===== config.mk =====
export PLATFORM = sky130hd
export DESIGN_NAME = cpu_control
export DESIGN_NICKNAME = d
export VERILOG_FILES = /design/src/rtl/cpu_pkg.sv /design/src/rtl/cpu_decode.sv /design/src/rtl/cpu_control.sv
export SDC_FILE = /design/constraint.sdc
export NUM_CORES = 1
export LEC_CHECK = 0
export BUFFER_PORTS_ARGS = -buffer_cell sky130_fd_sc_hd__buf_2
export CAP_MARGIN = 20
export CORE_ASPECT_RATIO = 1.75
export CORE_MARGIN = 5
export CORE_UTILIZATION = 30
export DETAILED_ROUTE_END_ITERATION = 8
export PLACE_DENSITY = 0.62
export SKIP_LAST_GASP = 1
export SYNTH_ARGS = -nofsm -noshare
export SYNTH_HDL_FRONTEND = slang
export SYNTH_HIERARCHICAL = 1
export SYNTH_SLANG_ARGS = --single-unit

===== constraint.sdc =====
create_clock -name clk -period 3.18 [get_ports clk]
set_input_delay 0.318 -clock clk [delete_from_list [all_inputs] [get_ports clk]]
set_output_delay 0.318 -clock clk [all_outputs]
set_load 0.005 [all_outputs]

===== src/rtl/cpu_pkg.sv =====
// ============================================================================
// Module      : cpu_pkg
// Description : Control-bus encodings shared by cpu_control and the datapath.
// Revision    : 1.0 - initial release
// ============================================================================
`default_nettype none

package cpu_pkg;

    typedef enum logic [0:0] {PcNextSame, PcNextIncOut} pc_next_e;

    // Order matches the 3-bit r field of the opcode; RegSelF sits in slot 6.
    typedef enum logic [3:0] {
        RegSelB, RegSelC, RegSelD, RegSelE, RegSelH, RegSelL, RegSelF, RegSelA,
        RegSelZ, RegSelW, RegSelPCHi, RegSelPCLo, RegSelSPHi, RegSelSPLo
    } reg_sel_e;

    typedef enum logic [1:0] {RegOpNone, RegOpWriteAlu, RegOpWriteMem} reg_op_e;
    typedef enum logic [1:0] {IncOpNone, IncOpInc, IncOpDec} inc_op_e;
    typedef enum logic [2:0] {
        IncRegPC, IncRegHL, IncRegWZ, IncRegInst16, IncRegPC_ALU
    } inc_reg_e;
    typedef enum logic [1:0] {AluOpCopyA, AluOpInstAlu, AluOpAddLo, AluOpAddHi} alu_op_e;
    typedef enum logic [0:0] {AluSelAReg1, AluSelARegA} alu_sel_a_e;
    typedef enum logic [0:0] {AluSelBReg2, AluSelBSignReg2} alu_sel_b_e;
    typedef enum logic [0:0] {AluFlagSetNone, AluFlagSetAll} alu_flag_set_e;
    typedef enum logic [0:0] {MemAddrSelIncrementer, MemAddrSelHigh} mem_addr_sel_e;

    localparam int unsigned c_STEP_W = 3;
    // Step at which a JR sequence fetches; a failed condition jumps straight here.
    localparam logic [c_STEP_W-1:0] c_STEP_JR_FETCH = 3'd3;

    typedef struct packed {
        pc_next_e      pc_next;
        logic          inst_load;
        reg_sel_e      reg_read1_sel;
        reg_sel_e      reg_read2_sel;
        reg_sel_e      reg_write_sel;
        reg_op_e       reg_op;
        inc_op_e       inc_op;
        inc_reg_e      inc_reg;
        alu_op_e       alu_op;
        alu_sel_a_e    alu_sel_a;
        alu_sel_b_e    alu_sel_b;
        alu_flag_set_e alu_flag_set;
        logic          mem_enable;
        logic          mem_write;
        mem_addr_sel_e mem_addr_sel;
    } ctrl_t;

    localparam ctrl_t c_CTRL_DEFAULT = '{
        pc_next:       PcNextSame,
        inst_load:     1'b0,
        reg_read1_sel: RegSelB,
        reg_read2_sel: RegSelB,
        reg_write_sel: RegSelB,
        reg_op:        RegOpNone,
        inc_op:        IncOpNone,
        inc_reg:       IncRegPC,
        alu_op:        AluOpCopyA,
        alu_sel_a:     AluSelAReg1,
        alu_sel_b:     AluSelBReg2,
        alu_flag_set:  AluFlagSetNone,
        mem_enable:    1'b0,
        mem_write:     1'b0,
        mem_addr_sel:  MemAddrSelIncrementer
    };

    function automatic reg_sel_e reg8_sel(input logic [2:0] f);
        return reg_sel_e'({1'b0, f});
    endfunction

    function automatic reg_sel_e reg16_lo(input logic [1:0] rr);
        case (rr)
            2'd0:    return RegSelC;
            2'd1:    return RegSelE;
            2'd2:    return RegSelL;
            default: return RegSelSPLo;
        endcase
    endfunction

    function automatic reg_sel_e reg16_hi(input logic [1:0] rr);
        case (rr)
            2'd0:    return RegSelB;
            2'd1:    return RegSelD;
            2'd2:    return RegSelH;
            default: return RegSelSPHi;
        endcase
    endfunction

    function automatic ctrl_t ctrl_fetch();
        ctrl_t c = c_CTRL_DEFAULT;
        c.mem_enable = 1'b1;
        c.inc_reg    = IncRegPC;
        c.inc_op     = IncOpInc;
        c.pc_next    = PcNextIncOut;
        c.inst_load  = 1'b1;
        return c;
    endfunction

    function automatic ctrl_t ctrl_read_imm(input reg_sel_e dst);
        ctrl_t c = c_CTRL_DEFAULT;
        c.mem_enable    = 1'b1;
        c.inc_reg       = IncRegPC;
        c.inc_op        = IncOpInc;
        c.pc_next       = PcNextIncOut;
        c.reg_op        = RegOpWriteMem;
        c.reg_write_sel = dst;
        return c;
    endfunction

    function automatic ctrl_t ctrl_read_hl(input reg_sel_e dst, input inc_op_e op);
        ctrl_t c = c_CTRL_DEFAULT;
        c.mem_enable    = 1'b1;
        c.inc_reg       = IncRegHL;
        c.inc_op        = op;
        c.reg_op        = RegOpWriteMem;
        c.reg_write_sel = dst;
        return c;
    endfunction

    function automatic ctrl_t ctrl_write_hl(input alu_sel_a_e src, input inc_op_e op);
        ctrl_t c = c_CTRL_DEFAULT;
        c.mem_enable = 1'b1;
        c.mem_write  = 1'b1;
        c.inc_reg    = IncRegHL;
        c.inc_op     = op;
        c.alu_op     = AluOpCopyA;
        c.alu_sel_a  = src;
        return c;
    endfunction

    // Opcode fetch overlapped with the accumulator ALU operation; CP keeps A.
    function automatic ctrl_t ctrl_alu_fetch(input reg_sel_e rhs, input logic [2:0] ooo);
        ctrl_t c = ctrl_fetch();
        c.alu_op        = AluOpInstAlu;
        c.alu_sel_a     = AluSelARegA;
        c.reg_read2_sel = rhs;
        c.alu_flag_set  = AluFlagSetAll;
        if (ooo != 3'd7) begin
            c.reg_op        = RegOpWriteAlu;
            c.reg_write_sel = RegSelA;
        end
        return c;
    endfunction

endpackage

`default_nettype wire


===== src/rtl/cpu_decode.sv =====
// ============================================================================
// Module      : cpu_decode
// Description : Maps (opcode, step, condition) to the control word of an M-cycle.
// Revision    : 1.0 - initial release
// ============================================================================
`default_nettype none

module cpu_decode
    import cpu_pkg::*;
(
    input  logic [7:0]          opcode_i,
    input  logic [c_STEP_W-1:0] step_i,
    input  logic                condition_i,
    output ctrl_t               ctrl_o,
    output logic                skip_o
);

    logic [2:0] w_dst;
    logic [2:0] w_src;
    logic [1:0] w_rr;

    assign w_dst = opcode_i[5:3];
    assign w_src = opcode_i[2:0];
    assign w_rr  = opcode_i[5:4];

    // Any step past an instruction's last listed cycle decodes as fetch.
    always_comb begin
        ctrl_o = ctrl_fetch();
        skip_o = 1'b0;
        if (opcode_i[7:6] == 2'b01 && opcode_i != 8'h76) begin
            if (w_src == 3'd6) begin
                if (step_i == '0) ctrl_o = ctrl_read_hl(reg8_sel(w_dst), IncOpNone);
            end else if (w_dst == 3'd6) begin
                if (step_i == '0) begin
                    ctrl_o = ctrl_write_hl(AluSelAReg1, IncOpNone);
                    ctrl_o.reg_read1_sel = reg8_sel(w_src);
                end
            end else begin
                ctrl_o.alu_op        = AluOpCopyA;
                ctrl_o.reg_read1_sel = reg8_sel(w_src);
                ctrl_o.reg_op        = RegOpWriteAlu;
                ctrl_o.reg_write_sel = reg8_sel(w_dst);
            end
        end else if (opcode_i[7:6] == 2'b10 || (opcode_i[7:6] == 2'b11 && w_src == 3'd6)) begin
            if (w_src != 3'd6) begin
                ctrl_o = ctrl_alu_fetch(reg8_sel(w_src), w_dst);
            end else if (step_i == '0) begin
                ctrl_o = opcode_i[6] ? ctrl_read_imm(RegSelZ) : ctrl_read_hl(RegSelZ, IncOpNone);
            end else begin
                ctrl_o = ctrl_alu_fetch(RegSelZ, w_dst);
            end
        end else begin
            case (opcode_i)
                8'h22: if (step_i == '0) ctrl_o = ctrl_write_hl(AluSelARegA, IncOpInc);
                8'h32: if (step_i == '0) ctrl_o = ctrl_write_hl(AluSelARegA, IncOpDec);
                8'h2A: if (step_i == '0) ctrl_o = ctrl_read_hl(RegSelA, IncOpInc);
                8'h3A: if (step_i == '0) ctrl_o = ctrl_read_hl(RegSelA, IncOpDec);
                8'hC3: begin
                    case (step_i)
                        3'd0: ctrl_o = ctrl_read_imm(RegSelZ);
                        3'd1: ctrl_o = ctrl_read_imm(RegSelW);
                        3'd2: begin
                            ctrl_o         = c_CTRL_DEFAULT;
                            ctrl_o.inc_reg = IncRegWZ;
                            ctrl_o.pc_next = PcNextIncOut;
                        end
                        default: ;
                    endcase
                end
                8'h18, 8'h20, 8'h28, 8'h30, 8'h38: begin
                    case (step_i)
                        3'd0: begin
                            ctrl_o = ctrl_read_imm(RegSelZ);
                            skip_o = (opcode_i != 8'h18) && !condition_i;
                        end
                        3'd1: begin
                            ctrl_o               = c_CTRL_DEFAULT;
                            ctrl_o.alu_op        = AluOpAddLo;
                            ctrl_o.reg_read1_sel = RegSelPCLo;
                            ctrl_o.reg_read2_sel = RegSelZ;
                            ctrl_o.reg_op        = RegOpWriteAlu;
                            ctrl_o.reg_write_sel = RegSelPCLo;
                        end
                        3'd2: begin
                            ctrl_o               = c_CTRL_DEFAULT;
                            ctrl_o.alu_op        = AluOpAddHi;
                            ctrl_o.reg_read1_sel = RegSelPCHi;
                            ctrl_o.alu_sel_b     = AluSelBSignReg2;
                            ctrl_o.reg_read2_sel = RegSelZ;
                            ctrl_o.inc_reg       = IncRegPC_ALU;
                            ctrl_o.pc_next       = PcNextIncOut;
                        end
                        default: ;
                    endcase
                end
                8'hE0, 8'hF0, 8'hE2, 8'hF2: begin
                    if (!opcode_i[1] && step_i == '0) begin
                        ctrl_o = ctrl_read_imm(RegSelZ);
                    end else if (step_i == (opcode_i[1] ? 3'd0 : 3'd1)) begin
                        ctrl_o = opcode_i[4] ? ctrl_read_hl(RegSelA, IncOpNone)
                                             : ctrl_write_hl(AluSelARegA, IncOpNone);
                        ctrl_o.inc_reg       = IncRegPC;
                        ctrl_o.mem_addr_sel  = MemAddrSelHigh;
                        ctrl_o.reg_read2_sel = opcode_i[1] ? RegSelC : RegSelZ;
                    end
                end
                default: begin
                    if (opcode_i[7:6] == 2'b00 && w_src == 3'd6 && w_dst != 3'd6) begin
                        if (step_i == '0) ctrl_o = ctrl_read_imm(reg8_sel(w_dst));
                    end else if (opcode_i[7:6] == 2'b00 && opcode_i[3:0] == 4'h1) begin
                        if (step_i == 3'd0) ctrl_o = ctrl_read_imm(reg16_lo(w_rr));
                        else if (step_i == 3'd1) ctrl_o = ctrl_read_imm(reg16_hi(w_rr));
                    end else if (opcode_i[7:6] == 2'b00 && opcode_i[2:0] == 3'b011) begin
                        if (step_i == '0) begin
                            ctrl_o         = c_CTRL_DEFAULT;
                            ctrl_o.inc_reg = IncRegInst16;
                            ctrl_o.inc_op  = opcode_i[3] ? IncOpDec : IncOpInc;
                        end
                    end
                end
            endcase
        end
    end

endmodule

`default_nettype wire


===== src/rtl/cpu_control.sv =====
// ============================================================================
// Module      : cpu_control
// Description : Opcode register and M-cycle step counter driving the decoder.
// Revision    : 1.0 - initial release
// ============================================================================
`default_nettype none

module cpu_control
    import cpu_pkg::*;
(
    input  logic          clk,
    input  logic          reset,
    input  logic [1:0]    t_cycle,
    input  logic [7:0]    mem_data_in,
    input  logic          condition,
    output pc_next_e      pc_next,
    output logic          inst_load,
    output reg_sel_e      reg_read1_sel,
    output reg_sel_e      reg_read2_sel,
    output reg_sel_e      reg_write_sel,
    output reg_op_e       reg_op,
    output inc_op_e       inc_op,
    output inc_reg_e      inc_reg,
    output alu_op_e       alu_op,
    output alu_sel_a_e    alu_sel_a,
    output alu_sel_b_e    alu_sel_b,
    output alu_flag_set_e alu_flag_set,
    output logic          mem_enable,
    output logic          mem_write,
    output mem_addr_sel_e mem_addr_sel
);

    logic [7:0]          opcode_q, opcode_d;
    logic [c_STEP_W-1:0] step_q, step_d;
    ctrl_t               w_ctrl;
    logic                w_skip;

    always_ff @(posedge clk) begin
        if (reset) begin
            opcode_q <= 8'h00;
            step_q   <= '0;
        end else begin
            opcode_q <= opcode_d;
            step_q   <= step_d;
        end
    end

    always_comb begin
        opcode_d = opcode_q;
        step_d   = step_q;
        if (t_cycle == 2'd3) begin
            if (w_ctrl.inst_load) begin
                opcode_d = mem_data_in;
                step_d   = '0;
            end else if (w_skip) begin
                step_d = c_STEP_JR_FETCH;
            end else begin
                step_d = step_q + c_STEP_W'(1);
            end
        end
    end

    cpu_decode u_decode (
        .opcode_i    (opcode_q),
        .step_i      (step_q),
        .condition_i (condition),
        .ctrl_o      (w_ctrl),
        .skip_o      (w_skip)
    );

    assign pc_next       = w_ctrl.pc_next;
    assign inst_load     = w_ctrl.inst_load;
    assign reg_read1_sel = w_ctrl.reg_read1_sel;
    assign reg_read2_sel = w_ctrl.reg_read2_sel;
    assign reg_write_sel = w_ctrl.reg_write_sel;
    assign reg_op        = w_ctrl.reg_op;
    assign inc_op        = w_ctrl.inc_op;
    assign inc_reg       = w_ctrl.inc_reg;
    assign alu_op        = w_ctrl.alu_op;
    assign alu_sel_a     = w_ctrl.alu_sel_a;
    assign alu_sel_b     = w_ctrl.alu_sel_b;
    assign alu_flag_set  = w_ctrl.alu_flag_set;
    assign mem_enable    = w_ctrl.mem_enable;
    assign mem_write     = w_ctrl.mem_write;
    assign mem_addr_sel  = w_ctrl.mem_addr_sel;

endmodule

`default_nettype wire


## After elaboration in Yosys (flattened, before gate mapping)

Cells that the tools add are included.

- $add $sub $neg: 1
- Equal/unequal tests: 32
- Multiplexer cells: 44
- Reductions and logical operators: 17

Operators with widths:

| operator | number |
|---|---|
| $mux W29 | 19 |
| $pmux W29 S7 | 1 |
| $pmux W29 S3 | 1 |
| $pmux W28 S3 | 1 |
| $eq A8 B6 Y1 const B | 8 |
| $mux W28 | 2 |
| $eq A8 B8 Y1 const B | 5 |
| $pmux W4 S3 | 2 |
| $mux W18 | 1 |
| $mux W4 | 3 |
| $mux W6 | 2 |
| $mux W5 | 2 |
| $ne A3 B3 Y1 const B | 3 |
| $eq A2 B2 Y1 const B | 4 |
| $eq A8 B5 Y1 const B | 1 |
| $logic_and A1 B1 Y1 | 8 |
| $ne A8 B5 Y1 const B | 1 |
| $ne A8 B7 Y1 const B | 1 |
| $eq A3 B2 Y1 const B | 2 |
| $eq A3 B3 Y1 const B | 2 |
| $mux W2 | 3 |
| $mux W3 | 2 |
| $mux W1 | 5 |
| $reduce_or A5 Y1 | 1 |
| other kinds (11) | 14 |

- Register bits: 11
- Input port bits: 13
- Output and inout port bits: 29
- Logic and storage cells: 96

## Logic depth before layout (Yosys ltp)

- Word-level depth: 10
- Depth in mapped cells: 10
- Depth with buffers taken out: 8

## By module

The synthesis kept the hierarchy.

By module, submodules not included:

| module | instances | cells each | area each (um^2) | sequential area each (um^2) |
|---|---|---|---|---|
| cpu_decode | 1 | 147 | 915.9 | 0.0 |
| cpu_control | 1 | 44 | 432.9 | 220.2 |

## Worst setup path before layout

OpenSTA, ideal clock, no wires.

- Kind: register to register
- Start point: reg opcode_q[1]
- End point: reg opcode_q[0]
- Setup time: 0.128 ns
- Arrival: 2.186 ns
- Data required time: 3.052 ns
- Slack: 0.867 ns
- Stages on the path, launching flop included: 10
- Path buffers: 1
- Clock period less this slack: 2.313 ns
- Cell sequence: dfxtp_1 buf_6 nor4b_2 nor3b_2 a32o_1 and4b_1 or3_1 nand3_2 mux2i_1 nor2_1

- Longest elaborated chain between the ends: 9
- Elaborated cells on any way between the ends: 43
- Those cells by class: 20 x eq/ne; 11 x mux; 12 x reduce/logical

Ends and longest elaborated chain:

| what | line | source |
|---|---|---|
| start: declaration | cpu_control.sv:33 | `logic [7:0] opcode_q, opcode_d;` |
| start signal: assignment | cpu_control.sv:43 | `opcode_q <= opcode_d;` |
| $eq A3 B2 Y1 | cpu_decode.sv:113 | `end else if (opcode_i[7:6] == 2'b00 && opcode_i[2:0] == 3'b011) begin` |
| $logic_and A1 B1 Y1 | cpu_decode.sv:113 |  |
| $mux W29 | cpu_decode.sv:113 |  |
| $mux W29 | cpu_decode.sv:110 | `end else if (opcode_i[7:6] == 2'b00 && opcode_i[3:0] == 4'h1) begin` |
| $mux W29 | cpu_decode.sv:108 | `if (opcode_i[7:6] == 2'b00 && w_src == 3'd6 && w_dst != 3'd6) begin` |
| $pmux W29 S7 | cpu_decode.sv:53 | `case (opcode_i)` |
| $mux W29 | cpu_decode.sv:44 | `end else if (opcode_i[7:6] == 2'b10 \|\| (opcode_i[7:6] == 2'b11 && w_src == 3'd6)) begin` |
| $mux W29 * | cpu_decode.sv:30 | `if (opcode_i[7:6] == 2'b01 && opcode_i != 8'h76) begin` |
| net inst_load | cpu_control.sv:17 | `output logic inst_load,` |
| $reduce_and A2 Y1 (no source line) * | n/a |  |

Mark *: on every way through the listed nets, which the timed path passes. The rest lies on a longest branch.
A chain may end at the register's enable or synchronous reset.

## Worst setup path in the final report

- Start point: reg opcode_q[7]
- End point: out inst_load

- Longest elaborated chain between the ends: 8
- Elaborated cells on any way between the ends: 34
- Those cells by class: 18 x eq/ne; 6 x mux; 10 x reduce/logical

Ends and longest elaborated chain:

| what | line |
|---|---|
| $logic_not A2 Y1 | cpu_decode.sv:108, cpu_decode.sv:110, cpu_decode.sv:113 |
| $logic_and A1 B1 Y1 | cpu_decode.sv:113 |
| $mux W29 | cpu_decode.sv:113 |
| $mux W29 | cpu_decode.sv:110 |
| $mux W29 | cpu_decode.sv:108 |
| $pmux W29 S7 | cpu_decode.sv:53 |
| $mux W29 | cpu_decode.sv:44 |
| $mux W29 * | cpu_decode.sv:30 |
| end: declaration | cpu_control.sv:17 |

Every way passes the cells marked *; elsewhere a longest branch is shown, timed or not.

==> impl_metrics.py <==
metrics = {
    "logic_synthesis": {
        "synthXorXnorAreaFrac_pct": 1.30,
        "yosys.area_share.simple_pct": 41.3,
        "synth.mux.area_fraction_pct": 5.94,
        "synth_adder_area_share_pct": 0.928,
        "seq_area_frac_synth_pct": 16.3,
        "synth_top_family_by_area": "simple AND/OR/NAND/NOR gates",
        "yosys.cell_types.count": 58,
        "async_reset_ff_share_pct": 0,
        "syn-num-nets": 205,
        "syn_area_per_cell_um2": 7.06,
        "synth-edff-count": 0,
        "syn-cell-area_um2": 1350,
        "ys_ff_latch": 11,
        "synth_compound_area_share_pct": 26.4,
        "synth_cells": 191,
        "synth_warnings": 6,
        "synthFlopType": "dfxtp_1",
    },
    "timing": {
        "tightest_slew_ns": 0.559,
        "finalMaxSlewViolations": 0,
        "final-hold-violation-count": 0,
        "relSlewSlack_pct": 62.4,
        "fin_crit_ns": 2.94,
        "rsz0062_at_grt": "false",
        "tns_ns": 0,
        "finClkSkew_ns": 0.00120,
        "max_freq_ghz": 0.340,
        "period_share_pct": 92.6,
        "setup_slack_ns": 0.236,
        "finalSetupViolCount": 0,
    },
    "die": {
        "fp-row-count": 32,
        "start_util_pct": 30.6,
        "io_pins": 42,
        "die_y_um": 98.7,
        "dieWidth_um": 60.7,
        "core_area_um2": 4400,
        "dieArea_um2": 5990,
    },
    "cells_and_area": {
        "final_common_cell": "buf_2",
        "fin_util_pct": 37.8,
        "fin_nets": 246,
        "antenna_cells": 0,
        "layout_common_cells": "41 x buf_2, 22 x nor2_1, 18 x nand2_1",
        "syn2layout_area_growth_pct": 23.3,
        "drive_above_1_share_pct": 29.0,
    },
    "cts": {
        "clockBufferDepth": 2,
        "numCtsBuffers": 3,
        "root_buffer": "clkbuf_8",
        "clkSinkCount": 11,
        "clk_latency_ns": 0.23,
        "cts.repair.resized": 0,
        "cts_tree": "done",
        "postCtsSetupBuffers": 0,
        "holdBufCountCts": 0,
        "clk_pin_slew_worst_paths_ns": 0.05,
        "cts-htree-levels": 1,
    },
    "worst_setup_path": {
        "cp.required_ns": 2.86,
        "path_class": "reg -> out",
        "crit_arrival_ns": 2.63,
        "r2r_setup_slack_ns": 0.31,
        "end_kind": "output port",
        "start_kind": "flop",
        "worst-path-max-fanout": 13,
    },
    "detailed_routing": {
        "wl_mm": 4.75,
        "drt_iter0_markers": 102,
        "route.detailed.drc": 0,
        "viasPerCell": 5.97,
        "first_pass_iters": 4,
        "vias": 1684,
        "antenna_left": 0,
        "wl_per_cell_um": 16.9,
    },
    "power": {
        "peakVddDrop_mv": 0.175,
        "p_per_area_nw_per_um2": 283,
        "p_leak_nw": 0.786,
    },
    "placed_design": {
        "dp_slack_ns": 0.367,
        "port_buffers": 41,
        "place_congestion": 0.964,
        "hpwl_mm": 3.83,
    },
    "global_routing": {
        "grt_usage_pct": 16.4,
        "use_met1_pct": 17.5,
        "use_met2_pct": 27.6,
        "antenna_found_initial": 0,
        "grt_pass1_vias": 1653,
        "grt_start_max_net_pins": 18,
        "grt_pass1_wl_mm": 7.60,
        "busiest_layer": "met2",
        "use_met3_pct": 1.83,
        "grt_overflow": 0,
    },
    "run": {
        "maxCapViolations": 0,
    },
    "hold_path": {
        "worstHoldPathType": "in -> reg",
    },
    "run_status": {
        "outcome": "completed",
    },
}
critical path: stages, from the launching register on:
cell,delay (ns)
dfxtp_1,0.63
nand2_1,0.22
nor4_1,0.53
nor2_1,0.15
and4b_1,0.22
or3_1,0.47
buf_2,0.17
flip-flops by register name, summed over array words and instances, names as in the netlist:
signal and count:
opcode_q 8, step_q 3
through the flow:
step | hold WS, ns | power [mW] | instance area, um2 | cells
finish | 0.314 | 0.471 | 1660 | 282
global route | 0.323 | 0.502 | 1660 | 282
CTS | 0.313 | 0.475 | 1660 | 282
detailed placement | 0.559 | 0.333 | 1620 | 278
global placement | 0.550 | 0.333 | 1620 | 278
floorplan | 0.387 | 0.270 | 1350 | 191
final cells by class:
class                      instances  area [um2]
tap                               51        63.8
timing repair buffer              52         288
clock buffer                       4        45.0
multi-input combinational        158        1020
fill                             503        2740
inverter                           6        22.5
sequential                        11         220
power breakdown:
group / internal, mW / switching [mW] / leakage, nW / total [mW]
Sequential: 0.146 / 0.0222 / 0.0895 / 0.168
Combinational: 0.0760 / 0.0881 / 0.673 / 0.164
Clock: 0.0879 / 0.0509 / 0.0228 / 0.139
path summary, 6_finish.rpt:
kind,startpoint,cells past startpoint,end
min reg2reg,step_q[1],2,step_q[1]
min,mem_data_in[4],3,opcode_q[4]
max reg2reg,opcode_q[7],8,opcode_q[2]
max,opcode_q[7],6,inst_load
metal layers:
metal  up-vias  part of all wire, %  wire, um
li1        794                    -         -
met1       762                   35      1640
met2        96                   51      2410
met3        32                  7.3       346
met4         0                  7.5       358
met5         -                    0         0
synthesized netlist by cell type, drive strengths merged, types with 5 or more instances:
cell type	n	area (um2)
nor2	22	82.6
nand2	19	73.8
o21ai	15	75.1
a21oi	12	63.8
dfxtp	11	220
nand3	10	55.1
buf	9	56.3
mux2i	8	80.1
clkbuf	7	26.3
inv	6	22.5
or3	5	31.3
cell families after synthesis:
group	count (synthesis)
simple gates	94
compound gates	53
buf+inv	22
flops	11
mux	8
xor+xnor	2
fa+ha+maj	1
(Power assumes the default switching activity.)
